[config.mk]
export PLATFORM = sky130hd
export DESIGN_NAME = sseg_digit_scanner
export DESIGN_NICKNAME = d
export VERILOG_FILES = /design/src/rtl/sseg_pkg.sv /design/src/rtl/sseg_slot_timer.sv /design/src/rtl/sseg_digit_scanner.sv
export SDC_FILE = /design/constraint.sdc
export NUM_CORES = 1
export LEC_CHECK = 0
export BUFFER_PORTS_ARGS = -buffer_cell sky130_fd_sc_hd__buf_4
export CORE_ASPECT_RATIO = 1.75
export CORE_MARGIN = 1.5
export CORE_UTILIZATION = 35
export DETAILED_ROUTE_END_ITERATION = 8
export GPL_TIMING_DRIVEN = 0
export HOLD_SLACK_MARGIN = 0.03
export PLACE_DENSITY = 0.59
export SETUP_SLACK_MARGIN = 0.5
export SYNTH_ARGS = -nofsm -noshare
export SYNTH_HDL_FRONTEND = slang
export SYNTH_SLANG_ARGS = --single-unit
export TNS_END_PERCENT = 1
[constraint.sdc]
create_clock -name Clk -period 3.7 [get_ports Clk]
set_input_delay 0.555 -clock Clk [delete_from_list [all_inputs] [get_ports Clk]]
set_output_delay 0.555 -clock Clk [all_outputs]
set_load 0.01 [all_outputs]
[src/rtl/sseg_pkg.sv]
// Shared constants for the 7-segment digit scanner:
// FSM state encoding and anode drive-level helpers.
package sseg_pkg;

    localparam logic [1:0] ST_IDLE  = 2'd0;
    localparam logic [1:0] ST_BLANK = 2'd1;
    localparam logic [1:0] ST_SHOW  = 2'd2;

    // Pin level that switches a digit on / off for the given polarity.
    function automatic logic anode_on(input logic act_low);
        return !act_low;
    endfunction

    function automatic logic anode_off(input logic act_low);
        return act_low;
    endfunction

endpackage

[src/rtl/sseg_slot_timer.sv]
// Digit slot timer: counts 0..REFRESH_DIV-1, then wraps.
// Ports: clk, rst (async high), clr (hold at 0),
//        blank_done (last dead-time cycle), slot_done (last slot cycle).
module sseg_slot_timer #(
    parameter int REFRESH_DIV  = 50000,
    parameter int BLANK_CYCLES = 500
) (
    input  logic clk,
    input  logic rst,
    input  logic clr,
    output logic blank_done,
    output logic slot_done
);

    localparam int CW = $clog2(REFRESH_DIV);

    logic [CW-1:0] cnt;

    always_ff @(posedge clk or posedge rst) begin
        if (rst) begin
            cnt <= '0;
        end else if (clr || slot_done) begin
            cnt <= '0;
        end else begin
            cnt <= cnt + 1'b1;
        end
    end

    assign blank_done = (cnt == CW'(BLANK_CYCLES - 1));
    assign slot_done  = (cnt == CW'(REFRESH_DIV - 1));

endmodule

[src/rtl/sseg_digit_scanner.sv]
// Time-multiplexed scan controller for an N-digit 7-segment display.
// Ports: Clk, Reset (async high), En, Load, Value, DPIn, LZSupp in;
//        Hex, DP, Anode, FrameStart, Pending out (all registered).
module sseg_digit_scanner
    import sseg_pkg::*;
#(
    parameter int NUM_DIGITS       = 4,
    parameter int REFRESH_DIV      = 50000,
    parameter int BLANK_CYCLES     = 500,
    parameter int ANODE_ACTIVE_LOW = 1
) (
    input  logic                    Clk,
    input  logic                    Reset,
    input  logic                    En,
    input  logic                    Load,
    input  logic [4*NUM_DIGITS-1:0] Value,
    input  logic [NUM_DIGITS-1:0]   DPIn,
    input  logic                    LZSupp,
    output logic [3:0]              Hex,
    output logic                    DP,
    output logic [NUM_DIGITS-1:0]   Anode,
    output logic                    FrameStart,
    output logic                    Pending
);

    localparam int   N  = NUM_DIGITS;
    localparam int   IW = $clog2(N);
    localparam logic AL = (ANODE_ACTIVE_LOW != 0);

    localparam logic [N-1:0] A_OFF = {N{anode_off(AL)}};

    logic [1:0]    state;
    logic [IW-1:0] idx;
    logic [IW-1:0] nidx;
    logic [4*N-1:0] shadow_val, disp_val, cval;
    logic [N-1:0]   shadow_dp, disp_dp, cdp;
    logic [N-1:0]   supp;
    logic [N-1:0]   a_on;
    logic [3:0]     nxt_nib;
    logic           nxt_dp;
    logic           zero_above;
    logic           blank_done, slot_done;
    logic           last, enter_f0, nxt_blank, nxt_show, tmr_clr;

    sseg_slot_timer #(
        .REFRESH_DIV (REFRESH_DIV),
        .BLANK_CYCLES(BLANK_CYCLES)
    ) u_timer (
        .clk       (Clk),
        .rst       (Reset),
        .clr       (tmr_clr),
        .blank_done(blank_done),
        .slot_done (slot_done)
    );

    assign last      = (idx == IW'(N - 1));
    assign enter_f0  = En && ((state == ST_IDLE) ||
                       (state == ST_SHOW && slot_done && last));
    assign nxt_blank = En && state == ST_SHOW && slot_done && !last;
    assign nxt_show  = En && state == ST_BLANK && blank_done;
    assign tmr_clr   = !En || (state == ST_IDLE);
    assign nidx      = idx + 1'b1;

    // A Load on the commit edge bypasses the shadow.
    assign cval = Load ? Value : shadow_val;
    assign cdp  = Load ? DPIn  : shadow_dp;

    always_comb begin
        nxt_nib = disp_val[3:0];
        nxt_dp  = disp_dp[0];
        for (int i = 0; i < N; i++) begin
            if (IW'(i) == nidx) begin
                nxt_nib = disp_val[4*i +: 4];
                nxt_dp  = disp_dp[i];
            end
        end
    end

    // Digit i is dark when it and every digit above it are zero with no DP.
    always_comb begin
        supp       = '0;
        zero_above = LZSupp;
        for (int i = N - 1; i >= 1; i--) begin
            zero_above = zero_above &&
                         (disp_val[4*i +: 4] == 4'h0) && !disp_dp[i];
            supp[i]    = zero_above;
        end
    end

    always_comb begin
        a_on = A_OFF;
        for (int i = 0; i < N; i++) begin
            if (IW'(i) == idx && !supp[i]) begin
                a_on[i] = anode_on(AL);
            end
        end
    end

    always_ff @(posedge Clk or posedge Reset) begin
        if (Reset) begin
            state      <= ST_IDLE;
            idx        <= '0;
            shadow_val <= '0;
            shadow_dp  <= '0;
            disp_val   <= '0;
            disp_dp    <= '0;
            Pending    <= 1'b0;
            Hex        <= 4'h0;
            DP         <= 1'b0;
            FrameStart <= 1'b0;
            Anode      <= A_OFF;
        end else begin
            FrameStart <= enter_f0;
            if (Load) begin
                shadow_val <= Value;
                shadow_dp  <= DPIn;
            end
            if (enter_f0) begin
                disp_val <= cval;
                disp_dp  <= cdp;
                Pending  <= 1'b0;
            end else if (Load) begin
                Pending <= 1'b1;
            end
            if (!En) begin
                state <= ST_IDLE;
                idx   <= '0;
                Anode <= A_OFF;
            end else begin
                unique case (1'b1)
                    enter_f0: begin
                        state <= ST_BLANK;
                        idx   <= '0;
                        Hex   <= cval[3:0];
                        DP    <= cdp[0];
                        Anode <= A_OFF;
                    end
                    nxt_blank: begin
                        state <= ST_BLANK;
                        idx   <= nidx;
                        Hex   <= nxt_nib;
                        DP    <= nxt_dp;
                        Anode <= A_OFF;
                    end
                    nxt_show: begin
                        state <= ST_SHOW;
                        Anode <= a_on;
                    end
                    default: ;
                endcase
            end
        end
    end

endmodule

## Yosys cells after proc, flatten, opt, wreduce, memory -nomap -nowiden

Index checks and enable logic that the tools add are counted.

| cells by class | value |
|---|---|
| add/sub/neg operators | 2 |
| equal/unequal tests | 13 |
| muxes and demuxes | 23 |
| reduce and logical (&&, ||, !) cells | 37 |

Operators with widths:

| cell | number |
|---|---|
| two-way mux 16 bit | 2 |
| two-way mux 4 bit | 5 |
| logical AND 1 bit | 17 |
| adder 16 x 1 -> 16 bit, second input constant | 1 |
| equality test 16 bit, second input constant | 1 |
| equality test 16 x 9 -> 1 bit, second input constant | 1 |
| case mux 4 bit (2 select lines) | 2 |
| logical NOT 4 bit | 3 |
| two-way mux 1 bit | 9 |
| equality test 2 bit, first input constant | 4 |
| logical NOT 1 bit | 8 |
| case mux 2 bit (2 select lines) | 2 |
| equality test 1 x 2 -> 1 bit, first input constant | 2 |
| equality test 2 bit, second input constant | 2 |
| logical NOT 2 bit | 2 |
| two-way mux 2 bit | 2 |
| nonzero test 2 bit | 2 |
| logical OR 1 bit | 3 |
| != test 3 x 1 -> 1 bit, second input constant | 1 |
| != test 3 x 2 -> 1 bit, second input constant | 1 |
| adder 2 x 1 -> 2 bit, second input constant | 1 |
| equality test 2 x 1 -> 1 bit, second input constant | 1 |
| case mux 1 bit (2 select lines) | 1 |
| AND reduction 2 bit | 1 |
| OR reduction 2 bit | 1 |

| word-level totals | value |
|---|---|
| flip-flop bits (word level) | 71 |
| bits of input ports | 25 |
| output and inout port bits | 11 |
| word-level logic and storage cells | 87 |

## Logic depth before layout (Yosys ltp)

| logic depth | value |
|---|---|
| depth after elaboration | 12 |
| depth in mapped cells | 8 |
| mapped depth without buffers | 7 |

## By module

From an unflattened synthesis, not the netlist that was laid out.

| second synthesis, totals | value |
|---|---|
| cells, all modules | 278 |
| area, all modules | 3213.1 um^2 |

By module, submodules not included:

| module | times used | cells an instance | area each (um^2) | seq. area each (um^2) |
|---|---|---|---|---|
| sseg_digit_scanner | 1 | 194 | 2386.0 | 1381.3 |
| sseg_slot_timer | 1 | 84 | 827.0 | 400.4 |

## Worst setup path after synthesis

Ideal clock, no wire load.

| timing | value |
|---|---|
| path kind | reg-to-reg |
| start point | register u_timer.cnt[0] |
| end point | register disp_dp[0] |
| setup time | 125 ps |
| arrival time | 1951 ps |
| data required time | 3575 ps |
| path slack | 1624 ps |
| cell stages (with the launch flop) | 9 |
| buffers on the path | 2 |
| period minus slack after synthesis | 2076 ps |
| path through | dfrtp_1 -> ha_1 -> and3_1 -> buf_6 -> nand3_1 -> nor2_1 -> a31oi_1 -> buf_2 -> mux2_2 |

| on the way | value |
|---|---|
| cells in the longest elaborated chain, start to end | 5 |

Ends and longest elaborated chain:

| element | RTL line | text |
|---|---|---|
| from (decl) | sseg_slot_timer.sv:17 | `logic [CW-1:0] cnt;` |
| from (signal assigned) | sseg_slot_timer.sv:25 | `cnt <= cnt + 1'b1;` |
| equality test 16 bit | sseg_slot_timer.sv:30 | `assign slot_done = (cnt == CW'(REFRESH_DIV - 1));` |
| logical AND 1 bit (2 in series) | sseg_digit_scanner.sv:58 | `(state == ST_SHOW && slot_done && last));` |
| logical OR 1 bit | sseg_digit_scanner.sv:57 | `assign enter_f0 = En && ((state == ST_IDLE) \|\|` |
| logical AND 1 bit | sseg_digit_scanner.sv:57 |  |
| to (signal assigned) | sseg_digit_scanner.sv:120 | `disp_dp <= cdp;` |
| to (decl) | sseg_digit_scanner.sv:36 | `logic [N-1:0] shadow_dp, disp_dp, cdp;` |

No other way between the ends.
A chain may end at the register's enable or synchronous reset.

## Final worst setup path

| timing | value |
|---|---|
| start point | register u_timer.cnt[0] |
| end point | register disp_val[7] |

| on the way | value |
|---|---|
| cells in the longest elaborated chain, start to end | 5 |

Ends and longest elaborated chain:

| element | RTL line | text |
|---|---|---|
| equality test 16 bit | sseg_slot_timer.sv:30 |  |
| logical AND 1 bit (2 in series) | sseg_digit_scanner.sv:58 |  |
| logical OR 1 bit | sseg_digit_scanner.sv:57 |  |
| logical AND 1 bit | sseg_digit_scanner.sv:57 |  |
| to (signal assigned) | sseg_digit_scanner.sv:119 | `disp_val <= cval;` |
| to (decl) | sseg_digit_scanner.sv:35 | `logic [4*N-1:0] shadow_val, disp_val, cval;` |

No other way between the ends.

==> run_results.csv <==
group,metric,value,unit
clock_tree,clk_latency,0.34,ns
die,initial_utilization,35.7,%
finish,antennaDiodeCount,0,
finish,drive_above_1_share,34.7,%
die,die_height,133,um
worst_setup_path,cp-end-kind,"flip-flop",
global_route,grt_pass1_vias,2381,
worst_setup_path,crit_path_top_delay_cell,"dfrtp_1",
clock_tree,cts_tree,"yes",
power,ir_drop,0.244,mV
sta,whs,0.393,ns
yosys,ys_ff_latch,71,
sta,worst_pin_slew,0.887,ns
detailed_routing,wl_per_cell,15.8,um
sta,report.final.slew_viol_count,0,
clock_tree,clkTransAtPathRegs,0.06,ns
yosys,synthFlopType,"dfrtp_1",
die,coreArea,9410,sq um
detailed_routing,avgViaCountPerCell,4.97,
clock_tree,post_cts_buffers,0,
power,leakage,1.81,nW
worst_setup_path,startpoint_type,"flip-flop",
sta,finalSetupViolations,0,
sta,min_period,2.43,ns
sta,tns,0,ns
global_route,globalRouteOverflowTotal,0,
sta,rsz0062_at_grt,"no",
worst_setup_path,cp-startpoint,"u_timer.cnt[0]",
clock_tree,cts_resized,0,
place,finalWeightedCongestion,0.796,
worst_setup_path,r2r_start,"u_timer.cnt[0]",
sta,hold_viol_final,0,
yosys,postSynthCellCount,280,
worst_setup_path,worstPathBufferInverterCount,2,
detailed_routing,first_pass_iters,4,
die,ios,36,
global_route,antenna_found_initial,0,
detailed_routing,vias,2250,
detailed_routing,drc,0,
finish,final_common_cell,"dfrtp_1",
yosys,synth_area,3360,sq um
yosys,yosysWarnings,0,
sta,fmax,412,MHz
sta,max_slew_margin,40.9,%
yosys,synth_edf_count,0,
worst_setup_path,cp_data_required_time,3.92,ns
global_route,grt_first_pass_wirelength,11800,um
worst_setup_path,r2r_cells,8,
finish,mostFrequentLayoutCells,"67 x dfrtp_1, 37 x mux2_2, 35 x buf_4",
clock_tree,cts_made_buffers,9,
die,num_rows,47,
worst_setup_path,reg2reg_to,"disp_val[7]",
detailed_routing,drtIter0Drc,120,
worst_setup_path,path_cells,"ha_1, and3_1, buf_6, nand3_1, nor2_1, a31oi_1, buf_2, mux2_2",
place,placed_cells,437,
run_status,status,"complete, no violations",
place,port_buffers,35,
clock_tree,cts_max_level,3,
worst_setup_path,worstSetupEndpoint,"disp_val[7]",
sta,fin_crit_sh,65.7,%
clock_tree,root_buffer,"clkbuf_16",
die,die_x,77.1,um
place,dp_hpwl,5250,um
yosys,synth_area_per_cell,12.0,sq um
finish,nets,359,
hold_path,hp-class,"in -> async",
yosys,ys_seq_area_share,53.0,%
global_route,grt_start_max_net_pins,72,
finish,syn2layout_area_growth,22.0,%
sta,clock_skew,0.00378,ns
die,die-area,10200,sq um
worst_setup_path,arrival,2.65,ns
clock_tree,cts_hold_buffers,0,
worst_setup_path,setup.worst_path.class,"reg -> reg",
worst_setup_path,cp_max_fo,10,
yosys,async_flop_share,100,%
clock_tree,clock_path_buffers,2,
worst_setup_path,cp_num_cells,8,
clock_tree,cts.sinks,71,
global_route,grtUsageTotal,15.2,%
yosys,synthDistinctLibCells,49,
worst_setup_path,worst-r2r-setup-slack,1.27,ns
worst_setup_path,cp_top_family,"buffers and inverters",
detailed_routing,drt-total-wl,7140,um
job,cap_violations,0,
power,power.density,494,nW/um^2
finish,fin_util,43.6,%
yosys,syn_nets,313,
worst_setup_path,cp_slowest_stage_delay,0.42,ns
finish,fin_cells,453,
detailed_routing,ant_nets,0,
-- through the flow --
step	cell area (sq um)	power (mW)	worst slack, ns
2_1_floorplan	3360	1.03	1.36
3_3_place_gp	3780	1.11	0.439
3_5_place_dp	3780	1.12	1.27
4_1_cts	4100	2.05	1.26
5_1_grt	4100	2.11	1.10
6_report	4100	2.03	1.27
-- how the worst min path moves through the flow --
stage | from | end | depth (start not counted) | slack, ns
2_1_floorplan | u_timer.cnt[0] | u_timer.cnt[0] | 1 | 0.47
3_3_place_gp | Pending | Pending | 1 | 0.47
3_5_place_dp | Pending | Pending | 1 | 0.47
4_1_cts | Reset | shadow_val[3] | 2 | 0.45
5_1_grt | Value[12] | shadow_val[12] | 2 | 0.47
6_report | Reset | shadow_val[6] | 2 | 0.39
-- layer usage --
layer  GRT usage [%]  wire (um)
met5               0          0
met4            6.97        172
met3            3.52        260
met2            30.0       4100
met1            14.4       2610
-- state kept, by name, indices dropped and copies added (netlist names) --
name	count
disp_val	16
shadow_dp	4
u_timer.cnt	16
shadow_val	16
Anode	4
disp_dp	4
FrameStart	1
Hex	4
state	2
DP	1
idx	2
Pending	1
-- cells in the mapped netlist (4+ instances only) --
cell / number / area [sq um]
dfrtp_1: 67 / 1680
mux2_2: 37 / 417
nor2_1: 20 / 75.1
inv_1: 14 / 52.6
nand3_1: 12 / 60.1
mux2i_1: 10 / 100
nand2_1: 10 / 37.5
ha_1: 8 / 100
nor3_1: 8 / 40.0
o21ai_0: 7 / 35.0
xor2_1: 7 / 61.3
a21oi_1: 6 / 30.0
xnor2_1: 6 / 52.6
nand4_1: 5 / 31.3
a31oi_1: 4 / 25.0
dfstp_2: 4 / 105
-- where the power goes --
part / switching, mW / internal (mW)
sequential: 0.0469 / 0.853
clock: 0.334 / 0.590
combinational: 0.0929 / 0.109
total: 0.474 / 1.55
-- cell families after synthesis --
| logic type | share of synthesized area, % |
|---|---|
| DFF | 53.0 |
| adders and majority gates | 2.98 |
| muxes | 15.4 |
| buffers and inverters | 4.54 |
| AOI/OAI and AO/OA | 6.96 |
| xor gates and xnor gates | 3.39 |
| and+or+nand+nor | 13.8 |
-- final cells by class --
type / instances / area (sq um)
fillers: 893 / 5310
flip-flops and latches: 71 / 1780
multi-input cells: 182 / 1430
repair buffers: 35 / 263
clock buffers: 9 / 225
well taps: 122 / 153
plain buffers: 13 / 100
clock inverters: 7 / 96.3
inverters: 14 / 55.1
No activity file was read; power rests on OpenSTA's default activity.
